===== config.mk =====
export PLATFORM = sky130hd
export DESIGN_NAME = dosing_sequencer
export DESIGN_NICKNAME = d
export VERILOG_FILES = /design/src/rtl/dosing_pkg.sv /design/src/rtl/dosing_tick_gen.sv /design/src/rtl/dosing_sequencer.sv
export SDC_FILE = /design/constraint.sdc
export NUM_CORES = 1
export LEC_CHECK = 0
export BUFFER_PORTS_ARGS = -buffer_cell sky130_fd_sc_hd__buf_2
export CAP_MARGIN = 20
export CELL_PAD_IN_SITES_DETAIL_PLACEMENT = 0
export CELL_PAD_IN_SITES_GLOBAL_PLACEMENT = 1
export CORE_MARGIN = 3
export CORE_UTILIZATION = 45
export CTS_BUF_LIST = sky130_fd_sc_hd__clkbuf_16
export DETAILED_ROUTE_END_ITERATION = 8
export PLACE_DENSITY = 0.78
export SYNTH_ARGS = -nofsm -noshare
export SYNTH_HDL_FRONTEND = slang
export SYNTH_SLANG_ARGS = --single-unit

===== constraint.sdc =====
create_clock -name clk -period 4.77 [get_ports clk]
set_input_delay 0.477 -clock clk [delete_from_list [all_inputs] [get_ports clk]]
set_output_delay 0.477 -clock clk [all_outputs]
set_load 0.02 [all_outputs]

===== src/rtl/dosing_pkg.sv =====
// dosing_pkg: shared types for the dosing sequencer slice.
// FSM states and the mode encoding sampled on start.
package dosing_pkg;

    typedef enum logic [1:0] {
        IDLE,
        RUN,
        PAUSE,
        FINISH
    } state_t;

    localparam logic MODE_SEQ = 1'b0;
    localparam logic MODE_PAR = 1'b1;

endpackage


===== src/rtl/dosing_tick_gen.sv =====
// tick_gen: TICK_DIV prescaler for the dosing timebase.
// clear restarts the count, hold freezes it so a partial tick survives a pause.
module tick_gen #(
    parameter int TICK_DIV = 20000000
) (
    input  logic clk,
    input  logic reset,
    input  logic clear,
    input  logic hold,
    output logic tick
);

    localparam int W = $clog2(TICK_DIV);
    localparam logic [W-1:0] LAST = W'(TICK_DIV - 1);

    logic [W-1:0] cnt;

    assign tick = (cnt == LAST) && !hold;

    always_ff @(posedge clk or negedge reset) begin
        if (!reset) begin
            cnt <= '0;
        end else if (clear) begin
            cnt <= '0;
        end else if (!hold) begin
            cnt <= tick ? '0 : cnt + 1'b1;
        end
    end

endmodule


===== src/rtl/dosing_sequencer.sv =====
// dosing_sequencer: N-channel motor dosing timer with its own timebase.
// Sequential or parallel dosing with pause, abort and sticky finish flags.
module dosing_sequencer
    import dosing_pkg::*;
#(
    parameter int CHANNELS = 3,
    parameter int CNT_W    = 5,
    parameter int TICK_DIV = 20000000,
    localparam int CH_W    = (CHANNELS > 1) ? $clog2(CHANNELS) : 1
) (
    input  logic                      clk,
    input  logic                      reset,
    input  logic                      start,
    input  logic                      abort,
    input  logic                      pause,
    input  logic                      par_mode,
    input  logic [CHANNELS*CNT_W-1:0] cycles,
    output logic [CHANNELS-1:0]       motors,
    output logic                      busy,
    output logic                      done,
    output logic                      aborted,
    output logic [CHANNELS-1:0]       flags,
    output logic [CH_W-1:0]           active_ch,
    output logic [CNT_W-1:0]          remaining
);

    state_t state, state_nx;
    logic   mode, mode_nx;
    logic   start_ok, run_ok, tick;
    logic   [CHANNELS-1:0] nz, nz_nx, dec;
    logic   [CHANNELS-1:0] first, first_nx;
    logic   [CHANNELS-1:0] flags_nx, motors_nx;
    logic   [CHANNELS-1:0][CNT_W-1:0] cnt_q;
    logic   [CH_W-1:0] idx;

    assign busy     = (state == RUN) || (state == PAUSE);
    assign done     = (state == FINISH);
    assign start_ok = (state == IDLE) && start && !abort;
    assign run_ok   = busy && tick && !pause && !abort;
    assign mode_nx  = start_ok ? par_mode : mode;

    // lowest set bit: the channel that owns the motor in sequential mode
    assign first    = nz & (~nz + 1'b1);
    assign first_nx = nz_nx & (~nz_nx + 1'b1);

    tick_gen #(
        .TICK_DIV(TICK_DIV)
    ) u_tick (
        .clk   (clk),
        .reset (reset),
        .clear (start_ok),
        .hold  (busy && pause),
        .tick  (tick)
    );

    for (genvar i = 0; i < CHANNELS; i++) begin : g_ch
        logic [CNT_W-1:0] c, c_nx;

        assign nz[i]  = |c;
        assign dec[i] = run_ok && nz[i] && (mode == MODE_PAR || first[i]);
        assign c_nx   = start_ok ? cycles[i*CNT_W +: CNT_W]
                      : dec[i]   ? c - 1'b1
                      :            c;
        assign nz_nx[i]    = |c_nx;
        assign flags_nx[i] = (start_ok || dec[i]) ? !nz_nx[i] : flags[i];
        assign cnt_q[i]    = c;

        always_ff @(posedge clk or negedge reset) begin
            if (!reset) begin
                c <= '0;
            end else begin
                c <= c_nx;
            end
        end
    end

    always_comb begin
        state_nx = state;
        unique case (state)
            IDLE: begin
                if (start_ok) state_nx = (|nz_nx) ? RUN : FINISH;
            end
            RUN: begin
                if (abort)       state_nx = IDLE;
                else if (!(|nz)) state_nx = FINISH;
                else if (pause)  state_nx = PAUSE;
            end
            PAUSE: begin
                if (abort)       state_nx = IDLE;
                else if (!pause) state_nx = RUN;
            end
            FINISH:  state_nx = IDLE;
            default: state_nx = IDLE;
        endcase
        motors_nx = '0;
        if (state_nx == RUN) begin
            motors_nx = (mode_nx == MODE_PAR) ? nz_nx : first_nx;
        end
    end

    always_ff @(posedge clk or negedge reset) begin
        if (!reset) begin
            state   <= IDLE;
            mode    <= MODE_SEQ;
            motors  <= '0;
            flags   <= '0;
            aborted <= 1'b0;
        end else begin
            state   <= state_nx;
            mode    <= mode_nx;
            motors  <= motors_nx;
            flags   <= flags_nx;
            aborted <= busy && abort;
        end
    end

    always_comb begin
        idx = '0;
        for (int i = CHANNELS - 1; i >= 0; i--) begin
            if (first[i]) idx = CH_W'(i);
        end
        active_ch = '0;
        remaining = '0;
        if (busy) begin
            if (mode == MODE_PAR) begin
                for (int i = 0; i < CHANNELS; i++) begin
                    if (cnt_q[i] > remaining) remaining = cnt_q[i];
                end
            end else begin
                active_ch = idx;
                remaining = cnt_q[idx];
            end
        end
    end

endmodule

==> run_results.csv, run 1 <==
group,metric,value,unit
grt,track_usage,0.221,
cells_and_area,multi_input_area,2080,µm²
grt,grt_pass1_vias,3011,
floorplanning,rows,31,
detailed_routing,routedWlPerCell,16.4,µm
min_path,worstHoldPathType,"in -> async",
floorplanning,die_h,93.0,µm
power,peakVddDrop,0.373,mV
grt,antenna_found_initial,0,
grt,grt_pass1_wl,15200,µm
power,power.internal,1.32,mW
cells_and_area,antenna_cells,0,
logic_synthesis,syn_area,3410,µm²
cells_and_area,area_growth,15.0,%
placement,routabilityCongestion,0.873,
timing,drv_slew,0,
timing,max_slew.worst_pin.slew,0.694,ns
detailed_routing,ant_nets,0,
logic_synthesis,yosysUniqueCellTypes,52,
worst_setup_path,regToRegStartpoint,"state[0]",
logic_synthesis,async_reset_ff_frac,1.00,
logic_synthesis,ys_warn_count,0,
worst_setup_path,cp_data_arrival_time,3.96,ns
timing,fin_setup_tns,0,ns
timing,max_freq,225,MHz
placement,portBuffers,36,
detailed_routing,drtIter0Drc,223,
cts,numClockSinks,50,
floorplanning,die_w,93.0,µm
outcome,status,"finished clean",
cells_and_area,seqCellArea,1250,µm²
worst_setup_path,critPathCaptureType,"output port",
floorplanning,start_util,0.467,
floorplanning,dieArea,8650,µm²
worst_setup_path,worst_setup_path_start_kind,"flop",
cells_and_area,utilization,0.537,
cts,ctsHoldBuffers,0,
worst_setup_path,worstSetupStartpoint,"g_ch[0].c[1]",
detailed_routing,drc,0,
logic_synthesis,synth_nets,438,
timing,hold_viol_final,0,
power,power_switching,1.16,mW
cts,cts.clk_slew.worst_paths,0.06,ns
cells_and_area,final_common_cell,"nor2_1",
logic_synthesis,syn_area_per_cell,8.56,µm²
grt,overflow,0,
timing,finalSetupViolCount,0,
cells_and_area,finalNetCount,481,
logic_synthesis,ys_seq_area_frac,0.367,
cts,worstSkewPairLatency,0.29,ns
job,cap_violations,0,
timing,fin_crit_sh,0.930,
cts,cts_made_buffers,5,
power,power_density,632,nW/µm²
detailed_routing,viasPerCell,5.66,
worst_setup_path,timing_worst_setup_path_type,"reg -> out",
logic_synthesis,synth_edf_count,0,
detailed_routing,vias,3061,
logic_synthesis,yosys.area.top_type_share,0.367,
logic_synthesis,synth_ff_type,"dfrtp_1",
logic_synthesis,synth-seq-cells,50,
cts,cts_buffer_depth,2,
floorplanning,fp.coreArea,7290,µm²
cts,root_buffer,"clkbuf_16",
timing,relSlewSlack,0.536,
cts,cts_tree,"built",
power,p_comb_frac,0.580,
detailed_routing,first_pass_iters,5,
logic_synthesis,synth_cells,398,
power,p_seq_frac,0.278,
cells_and_area,n_fill_cell,728,
grt,grt_start_max_net_pins,51,
detailed_routing,drt_wl_total,8890,µm
cells_and_area,layout-drive-gt1-share,0.167,
timing,post-route-min-period,4.44,ns
worst_setup_path,critical_path_required,4.29,ns
power,clockPowerShare,0.142,
timing,finClkSkew,0.00376,ns
placement,hpwl,6600,µm
power,p_leak,1.74,nW
logic_synthesis,post-synth-top-area-cell,"dfrtp_1",
cts,h-tree-depth,2,
logic_synthesis,synth_area_leaders,"dfrtp_1 (37%), ha_1 (7.0%), nor2_1 (6.1%)",
worst_setup_path,crit_fanout,6,
power,switching_share,0.467,
cells_and_area,layout_common_cells,"nor2_1 (55), dfrtp_1 (50), nand2_1 (44)",
floorplanning,io_pins,37,
[cell type report]
cell class / instances / area share
clock buffer: 5 / 0.0319
timing repair buffer: 46 / 0.0651
sequential: 50 / 0.319
inverter: 17 / 0.0163
clock inverter: 3 / 0.00415
tap: 99 / 0.0316
multi-input combinational: 321 / 0.532
[power groups by stage]
stage	clock, mW	combinational, mW	sequential, mW
floorplan	0	0.972	0.680
global placement	0	1.32	0.687
detailed placement	0	1.34	0.687
CTS	0.363	1.35	0.680
global route	0.384	1.63	0.706
finish	0.351	1.44	0.689
[per-stage QoR]
step,cell area [µm²],power [mW],hold slack [ns],setup slack (ns),cells
finish,3920,2.48,0.293,0.332,541
global route,3920,2.72,0.367,-0.00452,541
CTS,3870,2.39,0.338,0.0253,538
detailed placement,3730,2.02,0.468,0.330,530
global placement,3730,2.00,0.470,0.450,530
floorplan,3410,1.65,0.181,0.253,398
[logic make-up (layout without fill, tap and decap cells)]
family | Yosys count | after routing | synth area share
AND/OR/NAND/NOR | 181 | 181 | 0.280
XOR/XNOR | 20 | 20 | 0.0514
buffers and inverters | 27 | 71 | 0.0301
adder cells (fa/ha/maj) | 19 | 19 | 0.0698
multiplexers | 8 | 8 | 0.0253
flip-flops | 50 | 50 | 0.367
AO/OA/AOI/OAI | 93 | 93 | 0.176
[repair_timing]
item | CTS | global route
buffers inserted | 0 | 3
gates resized for setup | 0 | 6
setup endpoints to repair | 0 | 5
[critical path, stage by stage, from the launching register on]
cell and delay [ns]:
dfrtp_1 0.41, inv_1 0.11, ha_2 0.24, nor4b_4 0.22, nor2_1 0.09, ha_1 0.27, and3_1 0.17, a21oi_2 0.16
buf_4 0.14, mux2_2 0.34, ha_1 0.19, nor2b_1 0.12, o21a_1 0.12, o21a_1 0.10, o21ai_0 0.08, a22oi_2 0.34
nor2_1 0.07, a211oi_1 0.24, o21a_1 0.14, buf_2 0.15
[synthesized netlist by cell type, drive strengths merged, types with 6 or more instances]
| master | instances |
|---|---|
| nand3 | 19 |
| nor4b | 6 |
| ha | 19 |
| nand2 | 44 |
| clkbuf | 9 |
| nor2 | 55 |
| nand4 | 11 |
| inv | 16 |
| nor3 | 9 |
| or3 | 6 |
| o21ai | 36 |
| a21oi | 21 |
| and3 | 9 |
| a31oi | 7 |
| dfrtp | 50 |
| xnor2 | 7 |
| xor2 | 13 |
[worst paths after layout]
check	slack (ns)	endpoint	cells past startpoint
max	0.33	remaining[0]	19
min	0.29	g_ch[2].c[3]	2
max in group asynchronous	4.02	g_ch[2].c[2]	2
min reg2reg	0.48	u_tick.cnt[24]	1
min in group clk	0.42	g_ch[1].c[4]	3
max reg2reg	1.12	flags[2]	10
[sequential cells by signal, indices dropped and copies added (netlist names)]
name / count
motors: 3
flags: 3
aborted: 1
u_tick.cnt: 25
state: 2
g_ch.c: 15
mode: 1
[layer usage]
metal	vias up	share of wire	wire, µm	global-route usage
li1	1528	-	-	-
met1	1441	0.52	4640	0.345
met2	83	0.42	3720	0.313
met3	9	0.049	436	0.0386
met4	0	0.011	97	0.0562
met5	-	0	0	0
No activity file was read; power rests on OpenSTA's default activity.
==> run 2, diff against run 1 <==
--- a/config.mk
+++ b/config.mk
@@ -14,6 +14,7 @@
 export CTS_BUF_LIST = sky130_fd_sc_hd__clkbuf_16
 export DETAILED_ROUTE_END_ITERATION = 8
 export PLACE_DENSITY = 0.78
+export REMOVE_ABC_BUFFERS = 1
 export SYNTH_ARGS = -nofsm -noshare
 export SYNTH_HDL_FRONTEND = slang
 export SYNTH_SLANG_ARGS = --single-unit
==> run 2 against run 1 <==
Combinational power hardly changed. Hold slack worse by 0.0036 ns. Global-route usage is 0.96 points lower. Worst setup slack better by 0.0029 ns. Die area stayed put. Wire length is 1.3% lower. Via count is 0.72% lower. Maximum frequency hardly changed. Clock skew hardly changed. Flip-flop and latch count stayed put. Critical path type unchanged.
==> run_results.csv, run 2 (synthesized netlist as in run 1, its figures left out) <==
group,metric,value,unit
detailed_routing,routedWlPerCell,16.3,µm
timing,finClkSkew,0.00411,ns
cells_and_area,utilization,0.537,
floorplanning,die_w,93.0,µm
worst_setup_path,critPathCaptureType,"output port",
grt,grt_start_max_net_pins,51,
floorplanning,start_util,0.467,
worst_setup_path,worst_setup_path_start_kind,"flop",
grt,grt_pass1_wl,14600,µm
cts,numClockSinks,50,
timing,relSlewSlack,0.520,
detailed_routing,drtIter0Drc,115,
detailed_routing,drc,0,
cells_and_area,multi_input_area,2090,µm²
cells_and_area,layout_common_cells,"nor2_1 (55), dfrtp_1 (50), nand2_1 (44)",
cells_and_area,seqCellArea,1250,µm²
cells_and_area,antenna_cells,0,
power,peakVddDrop,0.265,mV
cells_and_area,area_growth,14.9,%
cells_and_area,top_register,"u_tick.cnt",
cts,cts_buffer_depth,2,
detailed_routing,wl_met1,3910,µm
placement,hpwl,6630,µm
detailed_routing,wl_met2,4400,µm
placement,dp_slack,0.305,ns
floorplanning,die_h,93.0,µm
cts,h-tree-depth,2,
timing,layout_setup_ws,0.335,ns
detailed_routing,vias,3039,
detailed_routing,wl_met3,335,µm
cells_and_area,final_common_cell,"nor2_1",
power,power_density,629,nW/µm²
timing,post-route-min-period,4.43,ns
timing,max_slew.worst_pin.slew,0.714,ns
worst_setup_path,timing_worst_setup_path_type,"reg -> out",
worst_setup_path,critical_path_required,4.29,ns
cts,root_buffer,"clkbuf_16",
grt,track_usage,0.211,
min_path,worstHoldPathType,"in -> async",
detailed_routing,drt_wl_total,8780,µm
cells_and_area,top_regs,"u_tick.cnt (25), g_ch.c (15)",
timing,hold_viol_final,0,
cells_and_area,finalInstanceArea,3920,µm²
detailed_routing,first_pass_iters,4,
cts,cts.clk_slew.worst_paths,0.06,ns
cts,cts_made_buffers,5,
placement,placed_cells,530,
placement,routabilityCongestion,0.925,
cells_and_area,layout.cells.non_filler,540,
cells_and_area,layout-drive-gt1-share,0.170,
cells_and_area,finalNetCount,480,
floorplanning,rows,31,
timing,max_freq,225,MHz
power,p_leak,1.74,nW
detailed_routing,viasPerCell,5.63,
grt,antenna_found_initial,0,
timing,finalSetupViolCount,0,
cts,cts_tree,"built",
cells_and_area,n_fill_cell,720,
job,cap_violations,0,
outcome,status,"finished clean",
grt,overflow,0,
worst_setup_path,cp_data_arrival_time,3.96,ns
timing,fin_setup_tns,0,ns
detailed_routing,ant_nets,0,
detailed_routing,top_layer,"met4",
floorplanning,dieArea,8650,µm²
cts,worstSkewPairLatency,0.29,ns
placement,portBuffers,36,
worst_setup_path,crit_fanout,6,
grt,grt_pass1_vias,2924,
cells_and_area,largest_register_ffs,25,
placement,placed_cell_area,3730,µm²
floorplanning,io_pins,37,
timing,fin_crit_sh,0.930,
timing,drv_slew,0,
floorplanning,fp.coreArea,7290,µm²
run 2: cell count changes in the layout (fill, tap and decap cells not counted):
cell | previous run | this run
buf_4 | 10 | 9
clkinv_1 | 3 | 2
clkinv_2 | 0 | 1
clkinv_4 | 1 | 0
ha_2 | 1 | 0
ha_4 | 0 | 1
inv_1 | 16 | 15
inv_2 | 0 | 2
o21ai_0 | 25 | 26
o21ai_1 | 11 | 10
run 2: layout make-up:
class                           count  area share
Clock buffer                        5      0.0319
Clock inverter                      3     0.00319
Inverter                           17      0.0163
Multi-Input combinational cell    321       0.534
Sequential cell                    50       0.319
Tap cell                           99      0.0316
Timing Repair Buffer               45      0.0632
run 2: routing by layer:
layer	up-vias	global-route usage
met5	-	0
met3	10	0.0298
li1	1531	-
met2	60	0.373
met1	1438	0.272
met4	0	0.0537
run 2: what timing repair did:
item,4_1_cts,5_1_grt
resized for setup,0,8
setup endpoints to repair,0,5
hold endpoints to repair,0,0
hold buffers,0,0
setup buffers,0,2
run 2: worst paths after layout:
check,from,endpoint,slack (ns),cells after the start
worst max-delay path,g_ch[0].c[1],remaining[0],0.34,20
worst min-delay path,reset,state[0],0.29,2
worst max register to register,state[0],flags[2],1.07,10
worst min register to register,u_tick.cnt[24],u_tick.cnt[24],0.49,1
max in group asynchronous,reset,g_ch[2].c[2],4.03,2
min in group clk,cycles[6],g_ch[1].c[1],0.42,3
run 2: critical path, stage by stage, from the launching register on:
cell      delay, ns
dfrtp_1        0.42
inv_2          0.08
ha_4           0.18
nand3_1        0.11
nand2_1        0.09
ha_1           0.29
nor2b_1        0.11
o21ai_0        0.13
a21oi_2        0.29
buf_4          0.17
mux2_2         0.34
ha_1           0.18
nor2b_1        0.11
o21a_1         0.11
o21a_1         0.09
o21ai_0        0.08
a22oi_2        0.32
nor2_1         0.07
a211oi_1       0.21
o21a_1         0.13
buf_2          0.15
run 2: report_power, final:
part / internal, mW / switching [mW]
combinational: 0.586 / 0.848
clock: 0.190 / 0.149
sequential: 0.537 / 0.153
total: 1.31 / 1.15
run 2: through the flow:
stage	total power [mW]	hold slack (ns)
5_1_grt	2.69	0.347
4_1_cts	2.38	0.333
3_3_place_gp	2.01	0.470
6_report	2.46	0.289
3_5_place_dp	2.04	0.475
2_1_floorplan	1.64	0.181
==> run 3, diff against run 2 <==
--- a/config.mk
+++ b/config.mk
@@ -10,10 +10,10 @@
 export CELL_PAD_IN_SITES_DETAIL_PLACEMENT = 0
 export CELL_PAD_IN_SITES_GLOBAL_PLACEMENT = 1
 export CORE_MARGIN = 3
-export CORE_UTILIZATION = 45
+export CORE_UTILIZATION = 32
 export CTS_BUF_LIST = sky130_fd_sc_hd__clkbuf_16
 export DETAILED_ROUTE_END_ITERATION = 8
-export PLACE_DENSITY = 0.78
+export PLACE_DENSITY = 0.58
 export REMOVE_ABC_BUFFERS = 1
 export SYNTH_ARGS = -nofsm -noshare
 export SYNTH_HDL_FRONTEND = slang
==> run 3 against run 2 <==
Die area rose by 38%. Highest routed layer unchanged. Maximum frequency fell by 1.5%. Cell area rose by 2.2%. Critical endpoint unchanged. Global-route usage fell by 4.2 points. Via count rose by 0.79%. Sequential power rose by 0.9%.
==> run_results.csv, run 3 (synthesized netlist as in run 1, its figures left out) <==
group,metric,value,unit
outcome,status,"finished clean",
power,power_density,638,nW/µm²
cells_and_area,final_common_cell,"nor2_1",
timing,max_slew.worst_pin.slew,0.698,ns
cts,worstSkewPairLatency,0.29,ns
detailed_routing,drc,0,
detailed_routing,first_pass_iters,4,
timing,post-route-min-period,4.50,ns
grt,overflow,0,
floorplanning,die_h,109,µm
cts,cts_tree,"built",
cts,cts.clk_slew.worst_paths,0.07,ns
timing,hold_viol_final,0,
detailed_routing,vias,3063,
cells_and_area,largest_register_ffs,25,
timing,finClkSkew,0.00693,ns
detailed_routing,routedWlPerCell,16.9,µm
cts,cts_made_buffers,5,
timing,relSlewSlack,0.535,
timing,layout_setup_ws,0.270,ns
worst_setup_path,critPathCaptureType,"output port",
worst_setup_path,reg2regPathDepth,11,
placement,hpwl,7440,µm
grt,antenna_found_initial,0,
grt,grt_pass1_vias,3026,
power,p_seq_frac,0.273,
worst_setup_path,worstSetupStartpoint,"g_ch[0].c[0]",
placement,dp_slack,0.243,ns
power,power_switching,1.21,mW
cts,root_buffer,"clkbuf_16",
cells_and_area,area_growth,17.5,%
cts,numClockSinks,50,
detailed_routing,ant_nets,0,
floorplanning,dieArea,11900,µm²
worst_setup_path,timing_worst_setup_path_type,"reg -> out",
timing,fin_crit_sh,0.943,
worst_setup_path,regToRegStartpoint,"state[0]",
placement,portBuffers,36,
timing,finalSetupViolCount,0,
grt,grt_pass1_wl,15800,µm
worst_setup_path,cp_data_arrival_time,4.02,ns
power,p_comb_frac,0.589,
timing,holdWs,0.303,ns
floorplanning,die_w,109,µm
grt,grt_start_max_net_pins,51,
cells_and_area,finalNetCount,484,
cells_and_area,top_regs,"u_tick.cnt (25), g_ch.c (15)",
cells_and_area,utilization,0.388,
floorplanning,fp.coreArea,10300,µm²
cts,h-tree-depth,2,
power,switching_share,0.476,
timing,max_freq,222,MHz
detailed_routing,viasPerCell,5.28,
worst_setup_path,worst_setup_path_start_kind,"flop",
cells_and_area,antenna_cells,0,
cells_and_area,layout_common_cells,"nor2_1 (54), dfrtp_1 (50), nand2_1 (44)",
job,cap_violations,0,
worst_setup_path,crit_fanout,6,
placement,routabilityCongestion,0.886,
min_path,worstHoldPathType,"in -> async",
power,clockPowerShare,0.138,
floorplanning,rows,37,
detailed_routing,drt_wl_total,9800,µm
power,p_leak,1.76,nW
floorplanning,io_pins,37,
floorplanning,start_util,0.330,
cts,cts_buffer_depth,2,
power,power.internal,1.34,mW
worst_setup_path,critical_path_required,4.29,ns
timing,fin_setup_tns,0,ns
cells_and_area,top_register,"u_tick.cnt",
cells_and_area,layout-drive-gt1-share,0.185,
grt,track_usage,0.170,
timing,drv_slew,0,
detailed_routing,drtIter0Drc,115,
cts,ctsHoldBuffers,0,
power,peakVddDrop,0.176,mV
[run 3: changes by cell type in the layout (fill, tap and decap cells not counted), sizes merged]
cell,delta
buf,+4
clkinv,-2
clkinvlp,+1
[run 3: worst paths after layout]
path	endpoint	slack [ns]
setup / recovery	remaining[0]	0.27
hold / removal	motors[0]	0.30
setup reg to reg	motors[2]	1.18
hold reg to reg	u_tick.cnt[24]	0.49
max in group asynchronous	u_tick.cnt[14]	3.99
min in group clk	g_ch[2].c[2]	0.42
[run 3: worst max-delay path: stages, from the launching register on]
cell      delay [ns]
dfrtp_1         0.41
inv_2           0.11
ha_4            0.17
nor4b_4         0.23
nor2_2          0.07
ha_1            0.27
and3_1          0.17
a21oi_2         0.25
buf_4           0.17
mux2_2          0.34
ha_1            0.18
nor2b_1         0.11
o21a_1          0.13
o21a_1          0.11
o21ai_1         0.08
a22oi_2         0.35
nor2_1          0.07
a211oi_1        0.22
o21a_1          0.14
buf_2           0.15
[run 3: per-stage QoR]
step	cell area, µm²	cells	total power [mW]
floorplan	3370	388	1.64
global placement	3800	570	2.06
detailed placement	3800	570	2.08
CTS	3940	577	2.44
global route	4000	580	2.79
finish	4000	580	2.55
[run 3: timing repair]
item,CTS,global route
pin swaps,0,2
endpoints found under the setup margin,3,5
gates resized for setup,1,12
buffers inserted,0,3
[run 3: metal layers]
layer,global-route usage,share of wire,wire length [µm],vias to the layer above
met5,0,0,0,-
met2,0.293,0.50,4860,36
li1,-,-,-,1536
met3,0.0284,0.023,230,14
met1,0.219,0.46,4530,1477
met4,0.0481,0.018,179,0
[run 3: layout make-up]
class,count,area [µm²]
clock inverters,2,11.3
multi-input cells,321,2100
inverters,17,63.8
clock buffers,5,125
fillers,1070,6320
flip-flops and latches,50,1250
well taps,136,170
repair buffers,49,278
[run 3: power groups by stage]
stage / registers [mW] / logic (mW) / clock network [mW]
6_report: 0.696 / 1.50 / 0.352
5_1_grt: 0.714 / 1.70 / 0.380
4_1_cts: 0.689 / 1.39 / 0.363
3_5_place_dp: 0.695 / 1.38 / 0
3_3_place_gp: 0.697 / 1.37 / 0
2_1_floorplan: 0.680 / 0.964 / 0
